[src/rtl/vga_sync_decoder.sv]
// VGA raster receiver: measures sync timing, locks onto a stable raster
// and emits per-pixel coordinates together with the captured colour.
module vga_sync_decoder #(
  parameter int H_ACTIVE     = 640,
  parameter int V_ACTIVE     = 480,
  parameter int H_TOTAL      = 800,
  parameter int V_TOTAL      = 525,
  parameter bit SYNC_ACT_LOW = 1'b1,
  parameter int LOCK_FRAMES  = 2
) (
  input  logic        clk_VGA,
  input  logic        rst,
  input  logic        HSync,
  input  logic        VSync,
  input  logic        Blank,
  input  logic [7:0]  R,
  input  logic [7:0]  G,
  input  logic [7:0]  B,
  output logic [9:0]  pixel_x,
  output logic [9:0]  pixel_y,
  output logic        pixel_valid,
  output logic [7:0]  pix_R,
  output logic [7:0]  pix_G,
  output logic [7:0]  pix_B,
  output logic        line_start,
  output logic        frame_start,
  output logic        locked,
  output logic        timing_err,
  output logic [10:0] h_meas
);

  localparam logic [1:0]  S_SEARCH = 2'd0;
  localparam logic [1:0]  S_TRACK  = 2'd1;
  localparam logic [1:0]  S_LOCKED = 2'd2;

  localparam logic [10:0] HT = 11'(H_TOTAL);
  localparam logic [9:0]  VT = 10'(V_TOTAL);
  localparam logic [9:0]  HA = 10'(H_ACTIVE);
  localparam logic [9:0]  VA = 10'(V_ACTIVE);
  localparam logic [2:0]  LF = 3'(LOCK_FRAMES);
  localparam logic        INV = SYNC_ACT_LOW;

  logic        s1_hs, s1_vs, s1_blank;
  logic        hs_prev, vs_prev;
  logic [7:0]  s1_r, s1_g, s1_b;

  logic [10:0] h_cnt, h_nxt;
  logic [9:0]  line_cnt, line_inc;
  logic [9:0]  act_x, act_y;
  logic [9:0]  x_cur, y_cur, x_nxt;

  logic [1:0]  state, state_nxt;
  logic [2:0]  good, good_nxt, good_inc;
  logic        bad_flag, bad_nxt;
  logic        hs_seen, seen_nxt;

  logic        hs_edge, vs_edge;
  logic        line_bad, act_bad, mism;
  logic        frame_ok, err, pix_ok;

  always_comb begin
    hs_edge  = s1_hs & ~hs_prev;
    vs_edge  = s1_vs & ~vs_prev;

    h_nxt    = hs_edge ? 11'd1 :
               (&h_cnt) ? h_cnt : h_cnt + 11'd1;
    line_inc = (hs_edge && !(&line_cnt)) ?
               line_cnt + 10'd1 : line_cnt;

    // coordinates of the pixel in stage 1, after this cycle's sync edges
    x_cur = hs_edge ? 10'd0 : act_x;
    if (vs_edge)
      y_cur = 10'd0;
    else if (hs_edge && act_x != 10'd0 && !(&act_y))
      y_cur = act_y + 10'd1;
    else
      y_cur = act_y;
    x_nxt = (s1_blank && !(&x_cur)) ? x_cur + 10'd1 : x_cur;

    line_bad = hs_edge & hs_seen & (h_cnt != HT);
    act_bad  = s1_blank & ((x_cur >= HA) | (y_cur >= VA));
    mism     = line_bad | act_bad;
    frame_ok = (line_inc == VT) & ~bad_flag & ~mism;
    pix_ok   = (state == S_LOCKED) & s1_blank;
  end

  always_comb begin
    state_nxt = state;
    good_nxt  = good;
    good_inc  = good + 3'd1;
    bad_nxt   = bad_flag;
    seen_nxt  = hs_seen | hs_edge;
    err       = 1'b0;
    case (state)
      S_SEARCH: begin
        if (vs_edge) begin
          state_nxt = S_TRACK;
          good_nxt  = 3'd0;
          bad_nxt   = 1'b0;
          seen_nxt  = 1'b0;
        end
      end
      S_TRACK: begin
        bad_nxt = bad_flag | mism;
        err     = mism;
        if (vs_edge) begin
          bad_nxt = 1'b0;
          if (frame_ok) begin
            good_nxt = good_inc;
            if (good_inc >= LF)
              state_nxt = S_LOCKED;
          end else begin
            good_nxt = 3'd0;
            err      = 1'b1;
          end
        end
      end
      S_LOCKED: begin
        bad_nxt = 1'b0;
        if (mism || (vs_edge && !frame_ok)) begin
          err       = 1'b1;
          state_nxt = S_SEARCH;
        end
      end
      default: state_nxt = S_SEARCH;
    endcase
  end

  always_ff @(posedge clk_VGA or posedge rst) begin
    if (rst) begin
      s1_hs    <= 1'b0;
      s1_vs    <= 1'b0;
      s1_blank <= 1'b0;
      hs_prev  <= 1'b0;
      vs_prev  <= 1'b0;
      s1_r     <= 8'd0;
      s1_g     <= 8'd0;
      s1_b     <= 8'd0;
      h_cnt    <= 11'd0;
      line_cnt <= 10'd0;
      act_x    <= 10'd0;
      act_y    <= 10'd0;
      state    <= S_SEARCH;
      good     <= 3'd0;
      bad_flag <= 1'b0;
      hs_seen  <= 1'b0;
    end else begin
      s1_hs    <= HSync ^ INV;
      s1_vs    <= VSync ^ INV;
      s1_blank <= Blank;
      hs_prev  <= s1_hs;
      vs_prev  <= s1_vs;
      s1_r     <= R;
      s1_g     <= G;
      s1_b     <= B;
      h_cnt    <= h_nxt;
      line_cnt <= vs_edge ? 10'd0 : line_inc;
      act_x    <= x_nxt;
      act_y    <= y_cur;
      state    <= state_nxt;
      good     <= good_nxt;
      bad_flag <= bad_nxt;
      hs_seen  <= seen_nxt;
    end
  end

  always_ff @(posedge clk_VGA or posedge rst) begin
    if (rst) begin
      pixel_x     <= 10'd0;
      pixel_y     <= 10'd0;
      pixel_valid <= 1'b0;
      pix_R       <= 8'd0;
      pix_G       <= 8'd0;
      pix_B       <= 8'd0;
      line_start  <= 1'b0;
      frame_start <= 1'b0;
      locked      <= 1'b0;
      timing_err  <= 1'b0;
      h_meas      <= 11'd0;
    end else begin
      pixel_valid <= pix_ok;
      if (pix_ok) begin
        pixel_x <= x_cur;
        pixel_y <= y_cur;
        pix_R   <= s1_r;
        pix_G   <= s1_g;
        pix_B   <= s1_b;
      end
      line_start  <= hs_edge;
      frame_start <= vs_edge;
      locked      <= (state_nxt == S_LOCKED);
      timing_err  <= err;
      if (hs_edge)
        h_meas <= h_cnt;
    end
  end

endmodule

[config.mk]
export PLATFORM = sky130hd
export DESIGN_NAME = vga_sync_decoder
export DESIGN_NICKNAME = d
export VERILOG_FILES = /design/src/rtl/vga_sync_decoder.sv
export SDC_FILE = /design/constraint.sdc
export NUM_CORES = 1
export LEC_CHECK = 0
export ABC_AREA = 1
export CELL_PAD_IN_SITES_DETAIL_PLACEMENT = 1
export CELL_PAD_IN_SITES_GLOBAL_PLACEMENT = 2
export CORE_ASPECT_RATIO = 0.5
export CORE_MARGIN = 2
export CORE_UTILIZATION = 33
export CTS_BUF_LIST = sky130_fd_sc_hd__clkbuf_16
export DETAILED_ROUTE_END_ITERATION = 6
export PLACE_DENSITY_LB_ADDON = 0.08
export SETUP_SLACK_MARGIN = 0.05
export SYNTH_ARGS = -nofsm -noshare
export SYNTH_HDL_FRONTEND = slang
export SYNTH_SLANG_ARGS = --single-unit
[constraint.sdc]
create_clock -name clk_VGA -period 4.98 [get_ports clk_VGA]
set_clock_uncertainty 0.15 [all_clocks]
set_input_delay 0.747 -clock clk_VGA [delete_from_list [all_inputs] [get_ports clk_VGA]]
set_output_delay 0.747 -clock clk_VGA [all_outputs]
set_load 0.01 [all_outputs]
==> flow_metrics.tcl, run 1 <==
set metrics [dict create \
    outcome "complete, no violations" \
    via_per_inst 4.615 \
    synth-main-ff-cell "dfrtp_1" \
    yosysSeqAreaShare 0.5687 \
    slew_headroom 0.2045 \
    grt_overflow 0 \
    htreeDepth 4 \
    internal_power_uw 2019 \
    grt_max_degree 64 \
    fin_tns_setup_ns 0 \
    cts_num_sinks 137 \
    p_clk_frac 0.425 \
    yosys_warnings 0 \
    drc 0 \
    grtUsageTotal 0.1820 \
    clock_latency_ns 0.42 \
    finalMaxSlewViolations 0 \
    ff2ff_path_depth 14 \
    cp_slowest_stage_delay_ns 0.68 \
    synth_nets 727 \
    cts_resized 0 \
    cts_root_buf "clkbuf_16" \
    tightest_slew_ns 1.178 \
    fin_area_um2 7741 \
    min_period_ns 3.094 \
    setup_viol 0 \
    r2r_slack_ns 1.89 \
    critical_path_peak_fanout 32 \
    dpl_cell_area_um2 7186 \
    switching_power_uw 812.8 \
    n_antenna_cell 0 \
    ys_ff_latch 137 \
    rsz0062_at_grt "false" \
    area_growth_pct 28.41 \
    firstDrtPassIters 4 \
    ys_types 40 \
    start_kind "flop" \
    routedWlPerCell_um 15.83 \
    end_kind "flop" \
    hold_viol 0 \
    seqCellArea_um2 3428 \
    antenna_found_initial 0 \
    first_global_vias 5121 \
    final_util 0.4395 \
    combPwrFrac 0.132 \
    timing.hold.ws_ns 0.2264 \
    path_class "reg -> reg" \
    drt_iter0_markers 179 \
    drive_gt1_frac 0.08428 \
    grt_first_pass_wirelength_mm 27.11 \
    worstPathArrival_ns 3.28 \
    vias 4749 \
    critPathSlowestCell "inv_1" \
    syn_area_per_cell_um2 8.800 \
    cts_setup_buffers 0 \
    synth_most_common_cell "nand2_1" \
    io_pins 89 \
    start_util 0.3423 \
    max_clock_freq_mhz 323.2 \
    layout.nets 824 \
    hpwl_mm 11.19 \
    ant_nets 0 \
    multi_input_area_um2 2203 \
    syn_area_um2 6028 \
    min_path_cells 0 \
    yosys-top-cells-count "nand2_1 (223), dfrtp_1 (137), inv_1 (84)" \
    cts_made_buffers 17 \
    cts_tree "done" \
    globalplace.congestion 0.8280 \
    synth_enable_flop_cells 0 \
    synthTopCellsByArea "dfrtp_1 (57%), nand2_1 (14%), inv_1 (5.2%)" \
    die_y_um 99.57 \
    sw_frac_of_total 0.2871 \
    yosys.area.top_type "dfrtp_1" \
    die-area_um2 19430 \
    worstPathCellList "inv_1 > nor2_4 > inv_1 > nand2_1 > nor3_1 > nand2_1 > nor3_1 > nand3_1 > nand2_1 > nor3_2 > nand2_1 > nor3_2 > nand2_1 > xor2_1" \
    io_buffers 88 \
    wl_mm 16.29 \
    r2r-start "s1_hs" \
    async_reset_ff_frac 1.000 \
    power_leakage_uw 0.003781 \
    die_w_um 195.1 \
    holdPathEnd "vs_prev" \
    path_clk_slew_ns 0.06 \
    path_common_cell "nand2_1" \
    hold_class "reg -> reg" \
    fp-row-count 34 \
    post-route-period-util 0.6213 \
    powerDensity_nw_per_um2 365.8 \
    fillers 2052 \
    postSynthCellCount 685 \
    hold_buffers 0 \
    worst_ir_drop_vdd_mv 0.2497 \
    fin_total_pwr_uw 2832 \
    r2r_end "act_x[9]" \
    hp-start "s1_vs" \
    coreArea_um2 17610 \
    cap_viol_max_count 0 \
    power_frac_seq 0.443 \
    critPathRequiredTime_ns 5.17 \
    yosysTopAreaCellShare 0.5687 \
    cts_max_path_buffers 2 \
]
[sequential cells by signal, summed over array words and instances, names as in the netlist, 2 cells and up]
register,cells
pixel_y,10
h_cnt,11
good,3
pixel_x,10
s1_r,8
pix_R,8
pix_G,8
s1_b,8
h_meas,11
s1_g,8
act_x,10
state,2
act_y,10
pix_B,8
line_cnt,10
[metrics by stage]
step	setup slack, ns	instances
6_report	1.886	1029
5_1_grt	1.574	1029
4_1_cts	1.873	1029
3_5_place_dp	1.900	997
3_3_place_gp	2.097	997
2_1_floorplan	0.4152	685
[placed cells by master, fill, tap and decap left out, drive strengths merged, types with 2 or more instances in the layout]
cell type / n
clkbuf: 17
xnor2: 2
o31ai: 2
clkdlybuf4s50: 88
a221oi: 3
dfrtp: 137
nand4: 11
clkinvlp: 4
o211ai: 2
nand3: 40
clkinv: 6
a21oi: 12
xor2: 9
nand2: 229
o21ai: 38
nor3: 10
ha: 13
nand3b: 3
nor2: 63
inv: 92
buf: 6
[kinds of logic after synthesis]
group                      Yosys count  share of synthesized area
and+or+nand+nor                    358                     0.2621
DFF                                137                     0.5687
buffers and inverters              104                    0.06621
AOI/OAI and AO/OA                   62                    0.05999
adders and majority gates           13                    0.02698
xor gates and xnor gates            11                    0.01598
[critical path, delay by kind of cell, from the launching register on]
kind | cells | cell delay [ns]
xor+xnor | 1 | 0.16
buf+inv | 2 | 0.78
flops | 1 | 0.38
simple gates | 11 | 1.56
[power by group through the flow]
stage	clock network, uW	registers, uW	logic, uW
after global routing	1290	1270	431
after CTS	1240	1260	383
final	1200	1250	375
after global placement	0	1270	374
after floorplan	0	1260	242
after detailed placement	0	1270	380
[routing by layer]
layer	routed length, um	global-route usage	vias to the layer above
met4	154	0.05109	0
met1	8216	0.2494	2322
met5	0	0	-
met3	910	0.06511	11
met2	7008	0.2723	80
li1	-	-	2336
[area by class of cell]
type | instances | share of cell area
clock inverters | 15 | 0.01681
multi-input cells | 444 | 0.2846
flip-flops and latches | 137 | 0.4429
clock buffers | 17 | 0.05495
repair buffers | 94 | 0.1196
inverters | 88 | 0.04332
well taps | 234 | 0.03782
[worst max path at each step]
stage,from,to,slack [ns],depth (start not counted)
after floorplan,rst,act_x[0],0.42,1
after global placement,s1_hs,act_x[9],2.10,14
after detailed placement,s1_hs,act_x[9],1.90,14
after CTS,s1_hs,act_x[9],1.87,14
after global routing,s1_hs,act_x[9],1.57,14
final,s1_hs,act_x[9],1.89,14
No activity file was read; power rests on OpenSTA's default activity.
==> run 2, diff against run 1 <==
==> constraint.sdc (replaced) <==
create_clock -name clk_VGA -period 3.08 [get_ports clk_VGA]
set_clock_uncertainty 0.15 [all_clocks]
set_input_delay 0.462 -clock clk_VGA [delete_from_list [all_inputs] [get_ports clk_VGA]]
set_output_delay 0.462 -clock clk_VGA [all_outputs]
set_load 0.01 [all_outputs]
==> run 2 against run 1 <==
Critical path depth did not move. Critical path type unchanged. Power rose by 64%. Maximum frequency rose by 19%. Global-route usage fell by 0.19 points. Sequential share of layout area fell by 0.32 points. Die area did not move. Clock power rose by 66%. First-iteration DRC count fell by 2.2%. Utilization rose by 0.32 points. Non-clock buffer count rose by 3. Via count fell by 0.59%.
==> flow_metrics.tcl, run 2 (same netlist as run 1, synthesis figures left out) <==
set metrics [dict create \
    cap_viol_max_count 0 \
    critPathRequiredTime_ns 3.23 \
    slew_headroom 0.6681 \
    die_w_um 195.1 \
    htreeDepth 4 \
    drive_gt1_frac 0.08897 \
    globalplace.congestion 0.7790 \
    cts_root_buf "clkbuf_16" \
    path_class "reg -> reg" \
    min_path_cells 0 \
    final_util 0.4427 \
    end_kind "flop" \
    n_antenna_cell 0 \
    wl_mm 16.01 \
    rsz0062_at_grt "false" \
    coreArea_um2 17610 \
    r2r-start "hs_prev" \
    cts_made_buffers 17 \
    tightest_slew_ns 0.4940 \
    hold_class "reg -> reg" \
    post-place-ws_ns 0.4689 \
    die_y_um 99.57 \
    cts_setup_buffers 0 \
    hp-start "s1_vs" \
    fin_tns_setup_ns 0 \
    ant_nets 0 \
    holdPathEnd "vs_prev" \
    grt_max_degree 61 \
    critical_path_peak_fanout 12 \
    hold_buffers 0 \
    hold_viol 0 \
    setup_viol 0 \
    r2r_slack_ns 0.49 \
    power_leakage_uw 0.003810 \
    postLayoutSetupSlackWorst_ns 0.4885 \
    min_period_ns 2.592 \
    worstPathArrival_ns 2.74 \
    powerDensity_nw_per_um2 595.0 \
    drt_iter0_markers 175 \
    r2r_end "act_x[9]" \
    finalMaxSlewViolations 0 \
    area_growth_pct 29.35 \
    routedWlPerCell_um 15.51 \
    cts_resized 0 \
    fin_area_um2 7797 \
    post-route-period-util 0.8414 \
    reg.largest.list "h_cnt x11, h_meas x11" \
    drc 0 \
    cts_max_path_buffers 2 \
    worst_ir_drop_vdd_mv 0.4176 \
    die-area_um2 19430 \
    final_common_cell "nand2_1" \
    ff2ff_path_depth 14 \
    firstDrtPassIters 4 \
    grtUsageTotal 0.1800 \
    io_pins 89 \
    antenna_found_initial 0 \
    start_kind "flop" \
    max_clock_freq_mhz 385.9 \
    cts_tree "done" \
    io_buffers 88 \
    cts_num_sinks 137 \
    fp-row-count 34 \
    cp-startpoint "hs_prev" \
    via_per_inst 4.575 \
    clock_latency_ns 0.42 \
    grt_overflow 0 \
    vias 4721 \
    dpl_cell_area_um2 7232 \
    start_util 0.3423 \
    hpwl_mm 11.36 \
    grt_first_pass_wirelength_mm 27.05 \
    layout.nets 827 \
    first_global_vias 5150 \
    path_clk_slew_ns 0.06 \
    final_cell_mix "nand2_1 (222), dfrtp_1 (137), clkdlybuf4s50_1 (88)" \
    outcome "complete, no violations" \
]
-- run 2: cell count changes in the layout (fill, tap and decap cells not counted), sizes merged --
| cell | previous run | this run |
|---|---|---|
| buf | 6 | 9 |
| inv | 92 | 95 |
| clkinv | 6 | 4 |
| clkinvlp | 4 | 3 |
-- run 2: final cells by class --
class | instances | area [um^2]
clock buffers | 17 | 425.4
clock inverters | 15 | 140.1
fillers | 2062 | 9814
inverters | 88 | 334.1
multi-input cells | 444 | 2203
flip-flops and latches | 137 | 3428
well taps | 234 | 292.8
repair buffers | 97 | 973.4
-- run 2: metrics by stage --
stage | instances | power [uW] | hold WS (ns)
6_report | 1032 | 4639 | 0.2241
5_1_grt | 1032 | 4908 | 0.2418
4_1_cts | 1032 | 4714 | 0.2268
3_5_place_dp | 1000 | 2687 | 0.2127
3_3_place_gp | 1000 | 2671 | 0.2088
2_1_floorplan | 685 | 2434 | 0.2037
-- run 2: routing by layer --
metal / global-route usage / vias to the layer above / routed length (um) / share of wire
li1: - / 2341 / - / -
met1: 0.2483 / 2292 / 8172 / 0.51
met2: 0.2665 / 74 / 6723 / 0.42
met3: 0.06375 / 14 / 963 / 0.060
met4: 0.05402 / 0 / 152 / 0.0095
met5: 0 / - / 0 / 0
-- run 2: worst max path at each step --
stage / cells past startpoint / endpoint / slack (ns)
floorplan: 17 / act_x[9] / 0.43
global placement: 14 / act_x[9] / 0.50
detailed placement: 14 / act_x[9] / 0.47
CTS: 14 / act_x[9] / 0.43
global route: 14 / act_x[9] / 0.17
finish: 14 / act_x[9] / 0.49
-- run 2: report_power, final --
| part | internal (uW) | switching, uW |
|---|---|---|
| Clock | 1130 | 866 |
| Sequential | 1930 | 103 |
| Combinational | 235 | 383 |
-- run 2: worst max-delay path, stage by stage (launching register included) --
cell and delay [ns]:
dfrtp_1 0.39, nor2_4 0.34, nor2_1 0.12, ha_1 0.22
inv_1 0.07, nor3_1 0.06, nand2_1 0.07, nor3_1 0.06
nand3_1 0.07, nand2_1 0.14, nor3_2 0.20, nand2_1 0.17
nor3_2 0.18, nand2_1 0.09, xor2_1 0.14
==> run 3, diff against run 2 <==
--- a/config.mk
+++ b/config.mk
@@ -10,7 +10,7 @@
 export CELL_PAD_IN_SITES_GLOBAL_PLACEMENT = 2
 export CORE_ASPECT_RATIO = 0.5
 export CORE_MARGIN = 2
-export CORE_UTILIZATION = 33
+export CORE_UTILIZATION = 30
 export CTS_BUF_LIST = sky130_fd_sc_hd__clkbuf_16
 export DETAILED_ROUTE_END_ITERATION = 6
 export PLACE_DENSITY_LB_ADDON = 0.08
==> constraint.sdc (replaced) <==
create_clock -name clk_VGA -period 2.35 [get_ports clk_VGA]
set_clock_uncertainty 0.15 [all_clocks]
set_input_delay 0.3525 -clock clk_VGA [delete_from_list [all_inputs] [get_ports clk_VGA]]
set_output_delay 0.3525 -clock clk_VGA [all_outputs]
set_load 0.01 [all_outputs]
==> run 3 against run 2 <==
Clock power up 35%. Flip-flop and latch count unchanged. Clock-buffer cell count unchanged. Maximum frequency up 11%. Highest routed layer unchanged. First-iteration DRC count down 11%. Utilization down 1.3 points. Routed wire length up 4.8%. Via count up 5.8%. Largest power group is now the clock network.
==> flow_metrics.tcl, run 3 (same netlist as run 1, synthesis figures left out) <==
set metrics [dict create \
    drt_iter0_markers 155 \
    post-route-period-util 0.9980 \
    cts_num_sinks 137 \
    power_leakage_uw 0.004090 \
    via_per_inst 4.506 \
    final_common_cell "nand2_1" \
    hpwl_mm 11.55 \
    setup_viol 0 \
    io_pins 89 \
    die_y_um 104.2 \
    switching_power_uw 1823 \
    hold_class "in -> async" \
    slew_headroom 0.7408 \
    tightest_slew_ns 0.3839 \
    grt_overflow 0 \
    met1_usage 0.2308 \
    fin_total_pwr_uw 6322 \
    die-area_um2 21310 \
    io_buffers 88 \
    clock_latency_ns 0.43 \
    cts_tree "done" \
    vias 4997 \
    finalMaxSlewViolations 0 \
    grtUsageTotal 0.1703 \
    combPwrFrac 0.156 \
    area_growth_pct 39.60 \
    timing.hold.ws_ns 0.1020 \
    max_clock_freq_mhz 426.4 \
    internal_power_uw 4499 \
    min_period_ns 2.345 \
    critical_path_peak_fanout 5 \
    die_w_um 204.5 \
    grt.met3_usage 0.04668 \
    layout.nets 872 \
    wl_mm 16.78 \
    routedWlPerCell_um 15.13 \
    reg.largest.list "h_cnt x11, h_meas x11" \
    cts_root_buf "clkbuf_16" \
    ant_nets 0 \
    cap_viol_max_count 0 \
    antenna_found_initial 0 \
    worst_ir_drop_vdd_mv 0.5033 \
    use_met2 0.2661 \
    critPathRequiredTime_ns 2.51 \
    hold_viol 0 \
    p_clk_frac 0.424 \
    fp-row-count 36 \
    end_kind "flop" \
    grt_max_degree 54 \
    powerDensity_nw_per_um2 751.2 \
    start_util 0.3077 \
    busiest_layer "met2" \
    firstDrtPassIters 4 \
    final_cell_mix "nand2_1 (212), dfrtp_1 (137), clkdlybuf4s50_1 (88)" \
    grt_first_pass_wirelength_mm 28.23 \
    first_global_vias 5429 \
    path_clk_slew_ns 0.06 \
    drive_gt1_frac 0.1767 \
    drc 0 \
    globalplace.congestion 0.7831 \
    cts_made_buffers 17 \
    start_kind "flop" \
    path_class "reg -> reg" \
    outcome "complete, no violations" \
    sw_frac_of_total 0.2883 \
    coreArea_um2 19590 \
    rsz0062_at_grt "true" \
    hold_buffers 0 \
    n_antenna_cell 0 \
    cts_max_path_buffers 2 \
    htreeDepth 4 \
    worstPathArrival_ns 2.50 \
    power_frac_seq 0.420 \
    fin_tns_setup_ns 0 \
]
==> run 3: power by group through the flow <==
stage	sequential, uW	clock (uW)	combinational [uW]
6_report	2650	2680	986
5_1_grt	2680	2860	1130
4_1_cts	2650	2760	917
3_5_place_dp	2690	0	896
3_3_place_gp	2680	0	885
2_1_floorplan	2680	0	521
==> run 3: routing by layer <==
metal | wire, um | vias to the layer above
met1 | 8269 | 2491
met3 | 581 | 15
met5 | 0 | -
met4 | 179 | 0
met2 | 7751 | 57
li1 | - | 2434
==> run 3: final cells by class <==
cell class              count  area [um^2]
fillers                  2286        11180
flip-flops and latches    137         3428
multi-input cells         444         2367
clock buffers              17        425.4
repair buffers            142         1370
inverters                  88        340.3
well taps                 266        332.8
clock inverters            15        151.4
==> run 3: worst max-delay path: stages, from the launching register on <==
cell,delay (ns)
dfrtp_1,0.37
inv_2,0.05
nor2_4,0.18
buf_4,0.17
nor2_4,0.04
ha_4,0.15
inv_2,0.08
nor3_4,0.05
nand2_1,0.08
nor3_2,0.04
nand3_1,0.08
nand2_2,0.08
nor3_4,0.21
nand2_2,0.11
nor3_4,0.18
nand2_1,0.08
xor2_1,0.14
==> run 3: worst paths after layout <==
path / start / end / slack (ns) / depth (start not counted)
hold / removal: rst / s1_b[6] / 0.10 / 2
setup reg to reg: s1_hs / act_x[9] / 0.005 / 16
max in group asynchronous: rst / act_x[1] / 1.34 / 3
hold reg to reg: s1_vs / vs_prev / 0.22 / 0
setup / recovery: s1_hs / act_x[9] / 0.005 / 16
min in group clk_VGA: R[7] / s1_r[7] / 0.21 / 1
==> run 3: metrics by stage <==
stage / instances / setup WS (ns) / area (um^2) / utilization
after floorplan: 685 / -0.01862 / 6061 / -
after global placement: 1060 / 0.06618 / 7535 / 0.3845
after detailed placement: 1060 / 0.01910 / 7535 / 0.3845
after CTS: 1096 / 0.04348 / 8174 / 0.4172
after global routing: 1109 / -0.1643 / 8416 / 0.4295
final: 1109 / 0.004810 / 8416 / 0.4295
==> run 3: what timing repair did <==
action                     4_1_cts  5_1_grt
pin swaps                        5       23
gates cloned                     0        1
setup buffers                    4       12
gates resized for setup          8       35
setup endpoints to repair        5       14
